==> src/rtl/uart_pkg.sv <==
// Shared definitions for the board serial-link transmitter.
// Holds the FSM state type and the frame data width.
// No logic; imported by uart_tx and its FIFO.
package uart_pkg;

    // Data bits per 8N1 frame (start and stop bits are implicit).
    localparam int UART_DATA_BITS = 8;

    // Transmit FSM states; encodings 5..7 are illegal and recover to S_IDLE.
    typedef enum logic [2:0] {
        S_IDLE    = 3'd0,
        S_START   = 3'd1,
        S_DATA    = 3'd2,
        S_STOP    = 3'd3,
        S_CLEANUP = 3'd4
    } uart_state_t;

endpackage

==> src/rtl/uart_tx_fifo.sv <==
// Synchronous byte FIFO with first-word-fall-through read data.
// Latency: a push is visible on count/dout/empty the cycle after it is written.
// Backpressure: push ignored while full, pop ignored while empty; the caller gates both.
module uart_tx_fifo #(
    parameter int DEPTH = 4,
    parameter int WIDTH = 8
) (
    input  logic                     Clock,
    input  logic                     reset,
    input  logic                     push,
    input  logic                     pop,
    input  logic [WIDTH-1:0]         din,
    output logic [WIDTH-1:0]         dout,
    output logic [$clog2(DEPTH):0]   count,
    output logic                     full,
    output logic                     empty
);

    localparam int AW = $clog2(DEPTH);
    localparam int CW = AW + 1;
    localparam logic [CW-1:0] FULL_COUNT = CW'(DEPTH);

    logic [WIDTH-1:0] mem_q [DEPTH];
    logic [AW-1:0]    wr_ptr_q, wr_ptr_d;
    logic [AW-1:0]    rd_ptr_q, rd_ptr_d;
    logic [CW-1:0]    count_q, count_d;
    logic             push_ok;
    logic             pop_ok;

    // Status is decoded only from the registered count, never from this cycle's push/pop.
    assign full    = (count_q == FULL_COUNT);
    assign empty   = (count_q == '0);
    assign count   = count_q;
    assign dout    = mem_q[rd_ptr_q];

    // A push while full is dropped even when a pop frees a slot in the same cycle.
    assign push_ok = push && !full;
    assign pop_ok  = pop && !empty;

    // Pointer and occupancy next-state; pointers are log2(DEPTH) wide and wrap naturally.
    always_comb begin
        wr_ptr_d = wr_ptr_q;
        rd_ptr_d = rd_ptr_q;
        count_d  = count_q;
        if (push_ok) begin
            wr_ptr_d = wr_ptr_q + AW'(1);
        end
        if (pop_ok) begin
            rd_ptr_d = rd_ptr_q + AW'(1);
        end
        case ({push_ok, pop_ok})
            2'b10:   count_d = count_q + CW'(1);
            2'b01:   count_d = count_q - CW'(1);
            default: count_d = count_q;
        endcase
    end

    // Control registers; reset empties the FIFO without touching the storage array.
    always_ff @(posedge Clock) begin
        if (reset) begin
            wr_ptr_q <= '0;
            rd_ptr_q <= '0;
            count_q  <= '0;
        end else begin
            wr_ptr_q <= wr_ptr_d;
            rd_ptr_q <= rd_ptr_d;
            count_q  <= count_d;
        end
    end

    // Storage write; contents are don't-care until a slot is counted as occupied.
    always_ff @(posedge Clock) begin
        if (push_ok) begin
            mem_q[wr_ptr_q] <= din;
        end
    end

endmodule

==> src/rtl/uart_tx.sv <==
// 8N1 UART transmitter draining a FIFO_DEPTH byte buffer onto Tx_Serial, LSB first.
// Latency: pop in cycle t -> start bit at t+1, Tx_Done at t+10*CLKS_PER_BIT+1, next pop >= t+10*CLKS_PER_BIT+2.
// Backpressure: Tx_Ready low when buffer full; a strobe while not ready is dropped and flagged on Tx_Overflow.
module uart_tx
    import uart_pkg::*;
#(
    parameter int CLKS_PER_BIT = 100,
    parameter int FIFO_DEPTH   = 4
) (
    input  logic                          Clock,
    input  logic                          reset,
    input  logic                          Tx_DV,
    input  logic [7:0]                    Tx_Byte,
    output logic                          Tx_Ready,
    output logic                          Tx_Overflow,
    output logic                          Tx_Serial,
    output logic                          Tx_Active,
    output logic                          Tx_Done,
    output logic [$clog2(FIFO_DEPTH):0]   Fifo_Count
);

    localparam int TW = $clog2(CLKS_PER_BIT);
    localparam int BW = $clog2(UART_DATA_BITS);
    localparam logic [TW-1:0] TIMER_LAST = TW'(CLKS_PER_BIT - 1);
    localparam logic [BW-1:0] BIT_LAST   = BW'(UART_DATA_BITS - 1);

    uart_state_t                 state_q, state_d;
    logic [TW-1:0]               timer_q, timer_d;
    logic [BW-1:0]               bit_idx_q, bit_idx_d;
    logic [UART_DATA_BITS-1:0]   shift_q, shift_d;
    logic                        serial_q, serial_d;
    logic                        active_q, active_d;
    logic                        done_q, done_d;
    logic                        ovf_q;

    logic                        fifo_push;
    logic                        fifo_pop;
    logic [UART_DATA_BITS-1:0]   fifo_dout;
    logic                        fifo_full;
    logic                        fifo_empty;
    logic                        timer_last;

    // Byte buffer between the producer and the serial line.
    uart_tx_fifo #(
        .DEPTH (FIFO_DEPTH),
        .WIDTH (UART_DATA_BITS)
    ) u_fifo (
        .Clock (Clock),
        .reset (reset),
        .push  (fifo_push),
        .pop   (fifo_pop),
        .din   (Tx_Byte),
        .dout  (fifo_dout),
        .count (Fifo_Count),
        .full  (fifo_full),
        .empty (fifo_empty)
    );

    // Tx_Ready is the only combinational output, and it depends only on the registered count.
    assign Tx_Ready    = !fifo_full;
    assign fifo_push   = Tx_DV && Tx_Ready;
    // The FSM only ever pops from IDLE, so a byte pushed this cycle cannot be popped until next cycle.
    assign fifo_pop    = (state_q == S_IDLE) && !fifo_empty;
    assign timer_last  = (timer_q == TIMER_LAST);

    assign Tx_Serial   = serial_q;
    assign Tx_Active   = active_q;
    assign Tx_Done     = done_q;
    assign Tx_Overflow = ovf_q;

    // Frame sequencing: the line value is computed one cycle ahead so Tx_Serial is a flop.
    always_comb begin
        state_d   = state_q;
        timer_d   = timer_q;
        bit_idx_d = bit_idx_q;
        shift_d   = shift_q;
        serial_d  = serial_q;
        active_d  = active_q;
        done_d    = 1'b0;
        case (state_q)
            S_IDLE: begin
                serial_d  = 1'b1;
                active_d  = 1'b0;
                timer_d   = '0;
                bit_idx_d = '0;
                if (fifo_pop) begin
                    shift_d  = fifo_dout;
                    state_d  = S_START;
                    serial_d = 1'b0;
                    active_d = 1'b1;
                end
            end
            S_START: begin
                if (timer_last) begin
                    timer_d  = '0;
                    state_d  = S_DATA;
                    serial_d = shift_q[0];
                end else begin
                    timer_d  = timer_q + TW'(1);
                end
            end
            S_DATA: begin
                if (timer_last) begin
                    timer_d = '0;
                    if (bit_idx_q == BIT_LAST) begin
                        state_d  = S_STOP;
                        serial_d = 1'b1;
                    end else begin
                        bit_idx_d = bit_idx_q + BW'(1);
                        serial_d  = shift_q[bit_idx_d];
                    end
                end else begin
                    timer_d = timer_q + TW'(1);
                end
            end
            S_STOP: begin
                serial_d = 1'b1;
                if (timer_last) begin
                    timer_d  = '0;
                    done_d   = 1'b1;
                    active_d = 1'b0;
                    state_d  = S_CLEANUP;
                end else begin
                    timer_d  = timer_q + TW'(1);
                end
            end
            S_CLEANUP: begin
                // One extra idle-high cycle separates back-to-back frames.
                serial_d = 1'b1;
                active_d = 1'b0;
                timer_d  = '0;
                state_d  = S_IDLE;
            end
            default: begin
                // Corrupted state: park the line high and resynchronise from IDLE.
                state_d   = S_IDLE;
                serial_d  = 1'b1;
                active_d  = 1'b0;
                timer_d   = '0;
                bit_idx_d = '0;
            end
        endcase
    end

    // FSM and datapath registers; reset abandons any frame and returns the line high next cycle.
    always_ff @(posedge Clock) begin
        if (reset) begin
            state_q   <= S_IDLE;
            timer_q   <= '0;
            bit_idx_q <= '0;
            shift_q   <= '0;
            serial_q  <= 1'b1;
            active_q  <= 1'b0;
            done_q    <= 1'b0;
        end else begin
            state_q   <= state_d;
            timer_q   <= timer_d;
            bit_idx_q <= bit_idx_d;
            shift_q   <= shift_d;
            serial_q  <= serial_d;
            active_q  <= active_d;
            done_q    <= done_d;
        end
    end

    // Overflow flag: one-cycle pulse following each strobe that arrived while the buffer was full.
    always_ff @(posedge Clock) begin
        if (reset) begin
            ovf_q <= 1'b0;
        end else begin
            ovf_q <= Tx_DV && !Tx_Ready;
        end
    end

endmodule

==> config.mk <==
export PLATFORM = sky130hd
export DESIGN_NAME = uart_tx
export DESIGN_NICKNAME = d
export VERILOG_FILES = /design/src/rtl/uart_pkg.sv /design/src/rtl/uart_tx_fifo.sv /design/src/rtl/uart_tx.sv
export SDC_FILE = /design/constraint.sdc
export NUM_CORES = 1
export LEC_CHECK = 0
export BUFFER_PORTS_ARGS = -buffer_cell sky130_fd_sc_hd__buf_4
export CORE_ASPECT_RATIO = 1.2
export CORE_MARGIN = 10
export CORE_UTILIZATION = 45
export DETAILED_ROUTE_END_ITERATION = 10
export HOLD_SLACK_MARGIN = 0.02
export SLEW_MARGIN = 5
export SYNTH_ARGS = -nofsm -noshare
export SYNTH_HDL_FRONTEND = slang
export SYNTH_SLANG_ARGS = --single-unit
==> constraint.sdc <==
create_clock -name Clock -period 2.7 [get_ports Clock]
set_input_delay 0.54 -clock Clock [delete_from_list [all_inputs] [get_ports Clock]]
set_output_delay 0.54 -clock Clock [all_outputs]
set_load 0.01 [all_outputs]
==> results.py, run 1 <==
metrics = {
    "sta": {
        "fmax_mhz": 420,
        "slew-limit-headroom_pct": 56.9,
        "clock-skew-final_ns": 0.00622,
        "worst_slew_pin_slew_ns": 0.638,
        "min_period_ns": 2.38,
        "rsz0062_at_grt": "false",
        "fin_crit_sh_pct": 88.2,
        "setup_tns_ns": 0,
        "final_hold_viol_count": 0,
        "finalSetupViolations": 0,
        "slew_violations": 0,
    },
    "layout": {
        "nFillCells": 497,
        "regArea_um2": 1600,
        "fin_cells": 326,
        "multi_input_area_um2": 1030,
        "synthToLayoutAreaGrowth_pct": 16.8,
        "drive_gt1_share_pct": 22.8,
        "utilization_pct": 55.1,
        "fin_nets": 261,
        "antenna_cells": 0,
    },
    "pwr": {
        "ir_drop_mv": 0.506,
        "p_per_area_nw_per_um2": 962,
        "p_leak_uw": 0.00115,
    },
    "routing": {
        "drc": 0,
        "vias": 1665,
        "drtIter0Drc": 84,
        "routed-wl-met3_um": 100,
        "vias_per_cell": 5.11,
        "first_pass_iters": 4,
        "met1Wirelength_mm": 2.02,
        "routed.top_layer": "met4",
        "dr_wl_met2_mm": 2.51,
        "routed_wirelength_mm": 4.72,
        "postRouteAntennaNets": 0,
        "wl_per_cell_um": 14.5,
    },
    "floorplanning": {
        "die_area_um2": 9540,
        "io_pins": 19,
        "core_um2": 5740,
        "die_w_um": 90.9,
        "die_h_um": 105,
        "row_count": 30,
        "initial_utilization_pct": 47.2,
    },
    "status": {
        "status": "finished clean",
    },
    "synthesis": {
        "muxShareOfSynthArea_pct": 8.86,
        "synth_common_cells": "32 x dfxtp_1, 32 x edfxtp_1, 24 x nand2_1",
        "synth.area.top_cells": "edfxtp_1 35%, dfxtp_1 24%, mux4_2 7.5%",
        "synthCells": 218,
        "synth_area_um2": 2710,
        "yosys.area.top_type": "edfxtp_1",
        "syn-num-nets": 238,
        "synth_adder_area_share_pct": 4.43,
        "synth_seq_area_share_pct": 59.1,
        "synth_top_area_share_pct": 35.4,
        "syn_area_per_cell_um2": 12.4,
        "synth_cell_types": 43,
        "synth_compound_gate_area_share_pct": 5.91,
        "synth-edff-count": 32,
        "async_reset_ff_share_pct": 0,
        "ys_warn_count": 0,
        "synthSimpleGateAreaFrac_pct": 15.2,
        "ys.flop_type": "edfxtp_1",
        "synth_xor_xnor_area_share_pct": 3.55,
        "ys_ff_latch": 64,
        "synth_top_family_by_area": "simple AND/OR/NAND/NOR gates",
    },
    "clock_tree": {
        "cts.clk_slew.worst_paths_ns": 0.07,
        "clock_latency_ns": 0.33,
        "cts_buffer_depth": 2,
        "tritoncts": "built",
        "htreeDepth": 3,
        "cts_sinks": 64,
        "cts_root_buf": "clkbuf_8",
        "numCtsBuffers": 9,
        "hold_buffers": 0,
        "ctsResizeCount": 0,
        "cts_setup_buffers": 0,
    },
    "setup_path": {
        "end_kind": "register",
        "slowest_stage": "or4_1",
        "slowest_delay_ns": 0.49,
        "cp.arrival_ns": 2.64,
        "critPathLaunchType": "register",
        "critPathTopFamily": "simple AND/OR/NAND/NOR gates",
        "path_buf_inv": 2,
        "path_max_fanout": 10,
        "crit_required_ns": 2.96,
        "crit_type": "reg2reg",
        "crit_chain": "nor3_1 -> or4_1 -> clkinv_4 -> ha_1 -> inv_1 -> fa_1 -> xor2_1 -> or3_1 -> a21oi_1",
    },
    "worst_hold_path": {
        "hold_class": "in2reg",
    },
    "grt": {
        "grtUsageTotal_pct": 10.9,
        "grt_pass1_vias": 1759,
        "antenna_found_initial": 0,
        "overflow": 0,
        "grt_pass1_wl_mm": 8.29,
        "grt_max_degree": 20,
    },
    "placement": {
        "place_congestion": 0.787,
        "hpwl_mm": 3.30,
        "dp_cells": 310,
        "io_buffers": 18,
    },
    "job": {
        "drv_cap": 0,
    },
}
[logic make-up (layout without fill, tap and decap cells)]
group | Yosys count | count (layout)
fa+ha+maj | 9 | 9
flops | 64 | 64
simple gates | 78 | 78
mux | 11 | 11
xor+xnor | 11 | 11
compound gates | 26 | 26
buf+inv | 19 | 47
[final cells by class]
| class | count | area share (%) |
|---|---|---|
| Clock buffer | 10 | 4.03 |
| Clock inverter | 6 | 3.40 |
| Inverter | 10 | 1.34 |
| Multi-Input combinational cell | 135 | 32.5 |
| Sequential cell | 64 | 50.6 |
| Tap cell | 80 | 3.16 |
| Timing Repair Buffer | 21 | 4.98 |
[worst paths after layout]
kind         slack, ns            endpoint            start  cells after the start
max               0.32     u_fifo.count[2]  u_fifo.count[0]                      9
max reg2reg       0.32     u_fifo.count[2]  u_fifo.count[0]                      9
min reg2reg       0.45          shift_q[2]       shift_q[2]                      2
min               0.41  u_fifo.mem_q[2][2]       Tx_Byte[2]                      1
[state kept, by name (all words and copies together), names as in the netlist]
name / cells
Tx_Serial: 1
Tx_Overflow: 1
timer_q: 7
Tx_Done: 1
u_fifo.mem_q: 32
u_fifo.wr_ptr_q: 2
shift_q: 8
state_q: 3
u_fifo.count: 3
u_fifo.rd_ptr_q: 2
Tx_Active: 1
bit_idx_q: 3
[metrics by stage]
| step | setup slack (ns) | hold slack [ns] | cell area (um2) | total power [uW] |
|---|---|---|---|---|
| global placement | 0.373 | 0.441 | 2930 | 2110 |
| finish | 0.319 | 0.407 | 3170 | 3040 |
| floorplan | 0.297 | 0.430 | 2710 | 1870 |
| global route | 0.157 | 0.390 | 3170 | 3240 |
| CTS | 0.313 | 0.388 | 3170 | 3090 |
| detailed placement | 0.343 | 0.443 | 2930 | 2120 |
[report_power, final]
part	internal [uW]	leakage, uW	switching (uW)
registers	1190	0.000555	131
logic	365	0.000480	398
clock network	610	0.000116	346
total	2170	0.00115	875
[placed cells by master, fill, tap and decap left out, types with 3 or more instances in the layout]
cell type,Yosys,routed
dfxtp_1,32,32
edfxtp_1,32,32
nand2_1,24,24
buf_4,0,21
nor2_1,20,20
a21oi_1,13,13
inv_1,9,9
mux4_2,9,9
clkbuf_8,0,9
ha_1,8,8
and3_1,7,7
xnor2_1,7,7
o21ai_0,6,6
xor2_1,4,4
nand3_1,4,4
nand4_1,3,3
bufinv_16,0,3
[metal layers]
metal	up-vias	global-route usage, %
li1	833	-
met1	801	12.1
met2	21	18.4
met3	10	2.72
met4	0	6.73
met5	-	0
Power figures use the tool's default switching activity.
==> run 2: changes to the inputs <==
--- a/config.mk
+++ b/config.mk
@@ -5,6 +5,7 @@
 export SDC_FILE = /design/constraint.sdc
 export NUM_CORES = 1
 export LEC_CHECK = 0
+export ABC_AREA = 1
 export BUFFER_PORTS_ARGS = -buffer_cell sky130_fd_sc_hd__buf_4
 export CORE_ASPECT_RATIO = 1.2
 export CORE_MARGIN = 10
==> results.py, run 2 <==
metrics = {
    "status": {
        "status": "finished clean",
    },
    "grt": {
        "antenna_found_initial": 0,
        "grt_pass1_wl_mm": 8.58,
        "overflow": 0,
        "grtUsageTotal_pct": 10.9,
        "grt_max_degree": 21,
        "grt_pass1_vias": 1919,
    },
    "synthesis": {
        "synth.most_common_cell": "nor2_1",
        "synth_cell_types": 31,
        "synth.area.top_cells": "edfxtp_1 35%, dfxtp_1 24%, nor2_1 7.8%",
        "ys_ff_latch": 64,
        "synth_top_area_share_pct": 35.5,
        "synth_common_cells": "56 x nor2_1, 36 x o21ai_0, 32 x dfxtp_1, 32 x edfxtp_1, 31 x nand2_1",
        "async_reset_ff_share_pct": 0,
        "ys_warn_count": 0,
        "synth_area_um2": 2710,
        "yosys.area.top_type": "edfxtp_1",
        "synth_seq_area_share_pct": 59.1,
        "synthCells": 289,
        "syn_area_per_cell_um2": 9.38,
        "ys.flop_type": "edfxtp_1",
        "synth-edff-count": 32,
        "syn-num-nets": 309,
    },
    "floorplanning": {
        "core_um2": 5740,
        "row_count": 30,
        "die_h_um": 105,
        "io_pins": 19,
        "initial_utilization_pct": 47.2,
        "die_w_um": 90.8,
        "die_area_um2": 9540,
    },
    "layout": {
        "top_register": "u_fifo.mem_q",
        "final_common_cell": "nor2_1",
        "fin_nets": 336,
        "synthToLayoutAreaGrowth_pct": 17.5,
        "final_cell_mix": "56 x nor2_1, 36 x o21ai_0, 32 x dfxtp_1, 32 x edfxtp_1, 31 x nand2_1",
        "reg_top3": "u_fifo.mem_q x32, shift_q x8, timer_q x7",
        "antenna_cells": 0,
        "largest_reg_flops": 32,
        "fin_cells": 401,
        "drive_gt1_share_pct": 15.3,
    },
    "sta": {
        "slew-limit-headroom_pct": 51.5,
        "final_hold_viol_count": 0,
        "clock-skew-final_ns": 0.00833,
        "rsz0062_at_grt": "false",
        "slew_violations": 0,
        "worst_slew_pin_slew_ns": 0.724,
        "setup_tns_ns": 0,
        "finalSetupViolations": 0,
        "fin_crit_sh_pct": 81.7,
        "min_period_ns": 2.21,
        "fmax_mhz": 453,
    },
    "setup_path": {
        "crit_required_ns": 2.92,
        "path_buf_inv": 3,
        "cp.arrival_ns": 2.43,
        "slowest_stage": "dfxtp_1",
        "critPathLaunchType": "register",
        "end_kind": "register",
        "slowest_delay_ns": 0.38,
        "path_max_fanout": 12,
        "critPathTopFamily": "adder cells",
        "reg2reg_slack_ns": 0.49,
        "crit_type": "reg2reg",
        "crit_chain": "inv_1 -> nand3_1 -> nand3_2 -> inv_2 -> ha_1 -> inv_1 -> fa_1 -> a21oi_1 -> o21ai_0 -> o21ai_0 -> a21oi_1",
    },
    "clock_tree": {
        "htreeDepth": 3,
        "cts.clk_slew.worst_paths_ns": 0.07,
        "cts_setup_buffers": 0,
        "cts_root_buf": "clkbuf_8",
        "cts_sinks": 64,
        "clock_latency_ns": 0.33,
        "numCtsBuffers": 9,
        "hold_buffers": 0,
        "cts_buffer_depth": 2,
        "tritoncts": "built",
        "ctsResizeCount": 0,
    },
    "worst_hold_path": {
        "hold_class": "in2reg",
    },
    "pwr": {
        "p_leak_uw": 0.00126,
        "p_per_area_nw_per_um2": 1040,
        "ir_drop_mv": 0.502,
    },
    "placement": {
        "place_congestion": 0.811,
        "dp_cells": 385,
        "hpwl_mm": 3.46,
        "io_buffers": 18,
    },
    "routing": {
        "first_pass_iters": 4,
        "drc": 0,
        "postRouteAntennaNets": 0,
        "vias_per_cell": 4.91,
        "vias": 1969,
        "routed_wirelength_mm": 5.02,
        "wl_per_cell_um": 12.5,
        "drtIter0Drc": 72,
    },
    "job": {
        "drv_cap": 0,
    },
}
## run 2: cell types whose count changed after synthesis, sizes merged, moves of 4 or more
cell and delta:
o22ai +7, xnor2 -7, nor2 +37, inv +23, mux4 -10, a21oi +4
o21ai +31, nand2 +9, and3 -7, nand3 +8
## run 2: cells by family after synthesis
kind of cell    share of synthesized area, %
buf+inv                                 5.68
simple gates                            18.2
xor+xnor                               0.323
fa+ha+maj                               4.43
compound gates                          12.2
flops                                   59.1
## run 2: metrics by stage
| step | util [%] | instance area [um2] | hold WS [ns] | total power, uW | setup WS, ns |
|---|---|---|---|---|---|
| 2_1_floorplan | - | 2710 | 0.430 | 2090 | 0.792 |
| 3_3_place_gp | 51.4 | 2950 | 0.447 | 2360 | 0.575 |
| 3_5_place_dp | 51.4 | 2950 | 0.453 | 2370 | 0.561 |
| 4_1_cts | 55.4 | 3180 | 0.393 | 3340 | 0.502 |
| 5_1_grt | 55.4 | 3180 | 0.384 | 3550 | 0.203 |
| 6_report | 55.4 | 3180 | 0.400 | 3300 | 0.493 |
## run 2: path summary, 6_finish.rpt
check / cells after the start / to / startpoint
worst max-delay path: 11 / u_fifo.count[2] / u_fifo.count[0]
worst min-delay path: 1 / u_fifo.mem_q[1][4] / Tx_Byte[4]
worst max register to register: 11 / u_fifo.count[2] / u_fifo.count[0]
worst min register to register: 1 / timer_q[0] / timer_q[0]
## run 2: area by class of cell
type / count / area (um2)
clock buffers: 9 / 124
clock inverters: 7 / 110
fillers: 550 / 2560
inverters: 32 / 120
multi-input cells: 186 / 955
flip-flops and latches: 64 / 1600
well taps: 80 / 100
repair buffers: 23 / 173
## run 2: worst register-to-register path: cells and delay by family (launching register included)
family	cells	cell delay [ns]
compound gates	4	0.51
fa+ha+maj	2	0.53
buf+inv	3	0.35
flops	1	0.38
simple gates	2	0.32
## run 2: where the power goes
part | total (uW) | switching, uW | internal, uW
Sequential | 1320 | 117 | 1210
Combinational | 1010 | 648 | 366
Clock | 961 | 356 | 605
## run 2: routing by layer
layer,track usage [%],routed length (um),vias to the layer above,share of wire [%]
met3,3.79,171,6,3.4
met4,4.04,63,0,1.3
li1,-,-,1021,-
met2,18.4,2510,24,50
met1,12.4,2280,918,45
met5,0,0,-,0
==> run 3: changes to the inputs <==
==> constraint.sdc (replaced) <==
create_clock -name Clock -period 1.83 [get_ports Clock]
set_input_delay 0.366 -clock Clock [delete_from_list [all_inputs] [get_ports Clock]]
set_output_delay 0.366 -clock Clock [all_outputs]
set_load 0.01 [all_outputs]
==> results.py, run 3 (synthesis results as in run 2) <==
metrics = {
    "routing": {
        "postRouteAntennaNets": 0,
        "wl_per_cell_um": 12.4,
        "drtIter0Drc": 83,
        "routed_wirelength_mm": 5.03,
        "first_pass_iters": 4,
        "drc": 0,
        "vias_per_cell": 4.87,
        "vias": 1974,
    },
    "worst_hold_path": {
        "holdPathEnd": "u_fifo.mem_q[0][6]",
        "hold_path_depth": 1,
        "hold_class": "in2reg",
        "hp-start": "Tx_Byte[6]",
    },
    "pwr": {
        "intPower_uw": 3220,
        "combinationalPowerShare_pct": 35.0,
        "p_per_area_nw_per_um2": 1520,
        "switching_share_pct": 34.9,
        "pwr-share-clk_pct": 25.2,
        "p_leak_uw": 0.00128,
        "power_frac_seq_pct": 39.8,
        "fin_total_pwr_uw": 4940,
        "ir_drop_mv": 0.657,
        "switching_power_uw": 1720,
    },
    "floorplanning": {
        "initial_utilization_pct": 47.2,
        "die_h_um": 105,
        "die_w_um": 90.8,
        "die_area_um2": 9540,
        "io_pins": 19,
        "row_count": 30,
        "core_um2": 5740,
    },
    "placement": {
        "io_buffers": 18,
        "hpwl_mm": 3.53,
        "place_congestion": 0.849,
        "pre_cts_ws_ns": 0.0149,
    },
    "status": {
        "status": "finished clean",
    },
    "layout": {
        "fin_nets": 340,
        "synthToLayoutAreaGrowth_pct": 19.8,
        "reg_top3": "u_fifo.mem_q x32, shift_q x8, timer_q x7",
        "nFillCells": 514,
        "final_common_cell": "nor2_1",
        "final_cell_mix": "53 x nor2_1, 34 x o21ai_0, 32 x edfxtp_1, 31 x nand2_1, 29 x dfxtp_1",
        "drive_gt1_share_pct": 21.8,
        "top_register": "u_fifo.mem_q",
        "largest_reg_flops": 32,
        "antenna_cells": 0,
    },
    "grt": {
        "antenna_found_initial": 0,
        "grt_pass1_vias": 1863,
        "overflow": 0,
        "grtUsageTotal_pct": 10.9,
        "grt_max_degree": 18,
        "grt_pass1_wl_mm": 8.32,
    },
    "clock_tree": {
        "cts_sinks": 64,
        "cts_root_buf": "clkbuf_8",
        "numCtsBuffers": 9,
        "htreeDepth": 3,
        "tritoncts": "built",
        "hold_buffers": 0,
        "cts.clk_slew.worst_paths_ns": 0.07,
        "cts_buffer_depth": 2,
        "clock_latency_ns": 0.34,
    },
    "setup_path": {
        "critPathLaunchType": "register",
        "reg2reg_slack_ns": 0.08,
        "slowest_stage": "fa_2",
        "cp.arrival_ns": 1.97,
        "rr_endpoint": "u_fifo.count[2]",
        "r2r_cells": 10,
        "crit_required_ns": 2.06,
        "path_max_fanout": 5,
        "critPathTopFamily": "adder cells",
        "worstReg2RegStart": "u_fifo.count[0]",
        "slowest_delay_ns": 0.39,
        "crit_type": "reg2reg",
        "end_kind": "register",
        "path_buf_inv": 2,
        "path_common_cell": "o21ai_1",
        "crit_chain": "nor3_4 -> inv_2 -> nand2_4 -> ha_4 -> inv_4 -> fa_2 -> a21oi_2 -> o21ai_1 -> o21ai_1 -> a21oi_1",
    },
    "sta": {
        "rsz0062_at_grt": "true",
        "setup_tns_ns": 0,
        "worst_slew_pin_slew_ns": 0.756,
        "fin_ws_ns": 0.0837,
        "clock-skew-final_ns": 0.00796,
        "final_hold_viol_count": 0,
        "fin_crit_sh_pct": 95.4,
        "slew_violations": 0,
        "slew-limit-headroom_pct": 49.4,
        "fmax_mhz": 573,
        "min_period_ns": 1.75,
        "finalSetupViolations": 0,
    },
    "job": {
        "drv_cap": 0,
    },
}
==> run 3: worst max path at each step <==
| stage | from | endpoint | slack, ns | depth (start not counted) |
|---|---|---|---|---|
| final | u_fifo.count[0] | u_fifo.count[2] | 0.08 | 10 |
| after global routing | u_fifo.count[1] | u_fifo.count[2] | -0.03 | 11 |
| after CTS | u_fifo.count[2] | u_fifo.count[2] | 0.004 | 11 |
| after detailed placement | u_fifo.count[2] | u_fifo.count[2] | 0.01 | 11 |
| after global placement | u_fifo.count[2] | u_fifo.count[2] | 0.07 | 11 |
| after floorplan | u_fifo.count[2] | u_fifo.count[2] | 0.009 | 11 |
==> run 3: worst register-to-register path: stages, from the launching register on <==
cell	delay (ns)
dfxtp_4	0.37
nor3_4	0.18
inv_2	0.08
nand2_4	0.07
ha_4	0.13
inv_4	0.03
fa_2	0.39
a21oi_2	0.12
o21ai_1	0.08
o21ai_1	0.14
a21oi_1	0.06
==> run 3: metrics by stage <==
stage          area (um2)  util [%]  hold slack, ns  cells
4_1_cts              3190      55.5           0.212    403
3_3_place_gp         2980      51.9           0.449    387
6_report             3250      56.5           0.221    405
3_5_place_dp         2980      51.9           0.456    387
2_1_floorplan        2720         -           0.428    289
5_1_grt              3250      56.5           0.212    405
==> run 3: cell type report <==
class / count / area, um2 / area share (%)
Inverter: 32 / 123 / 3.78
Multi-Input combinational cell: 186 / 1000 / 30.9
Clock inverter: 3 / 40.0 / 1.23
Timing Repair Buffer: 27 / 203 / 6.24
Tap cell: 80 / 100 / 3.08
Sequential cell: 64 / 1610 / 49.6
Clock buffer: 13 / 169 / 5.20
==> run 3: timing repair <==
action | in CTS | in global routing
gates resized for setup | 0 | 15
setup buffers | 0 | 2
setup endpoints to repair | 0 | 9
==> run 3: power by group through the flow <==
stage          registers, uW  clock network (uW)  logic (uW)
2_1_floorplan           1970                   0        1150
3_3_place_gp            1970                   0        1620
3_5_place_dp            1980                   0        1630
4_1_cts                 1950                1270        1640
5_1_grt                 2000                1340        1980
6_report                1970                1250        1730
==> run 3: per-layer routing <==
| metal | up-vias | share of wire (%) | routed length, um | global-route usage, % |
|---|---|---|---|---|
| li1 | 1037 | - | - | - |
| met1 | 899 | 44 | 2230 | 11.2 |
| met2 | 27 | 50 | 2520 | 18.8 |
| met3 | 11 | 3.4 | 173 | 3.58 |
| met4 | 0 | 2.2 | 110 | 6.73 |
| met5 | - | 0 | 0 | 0 |
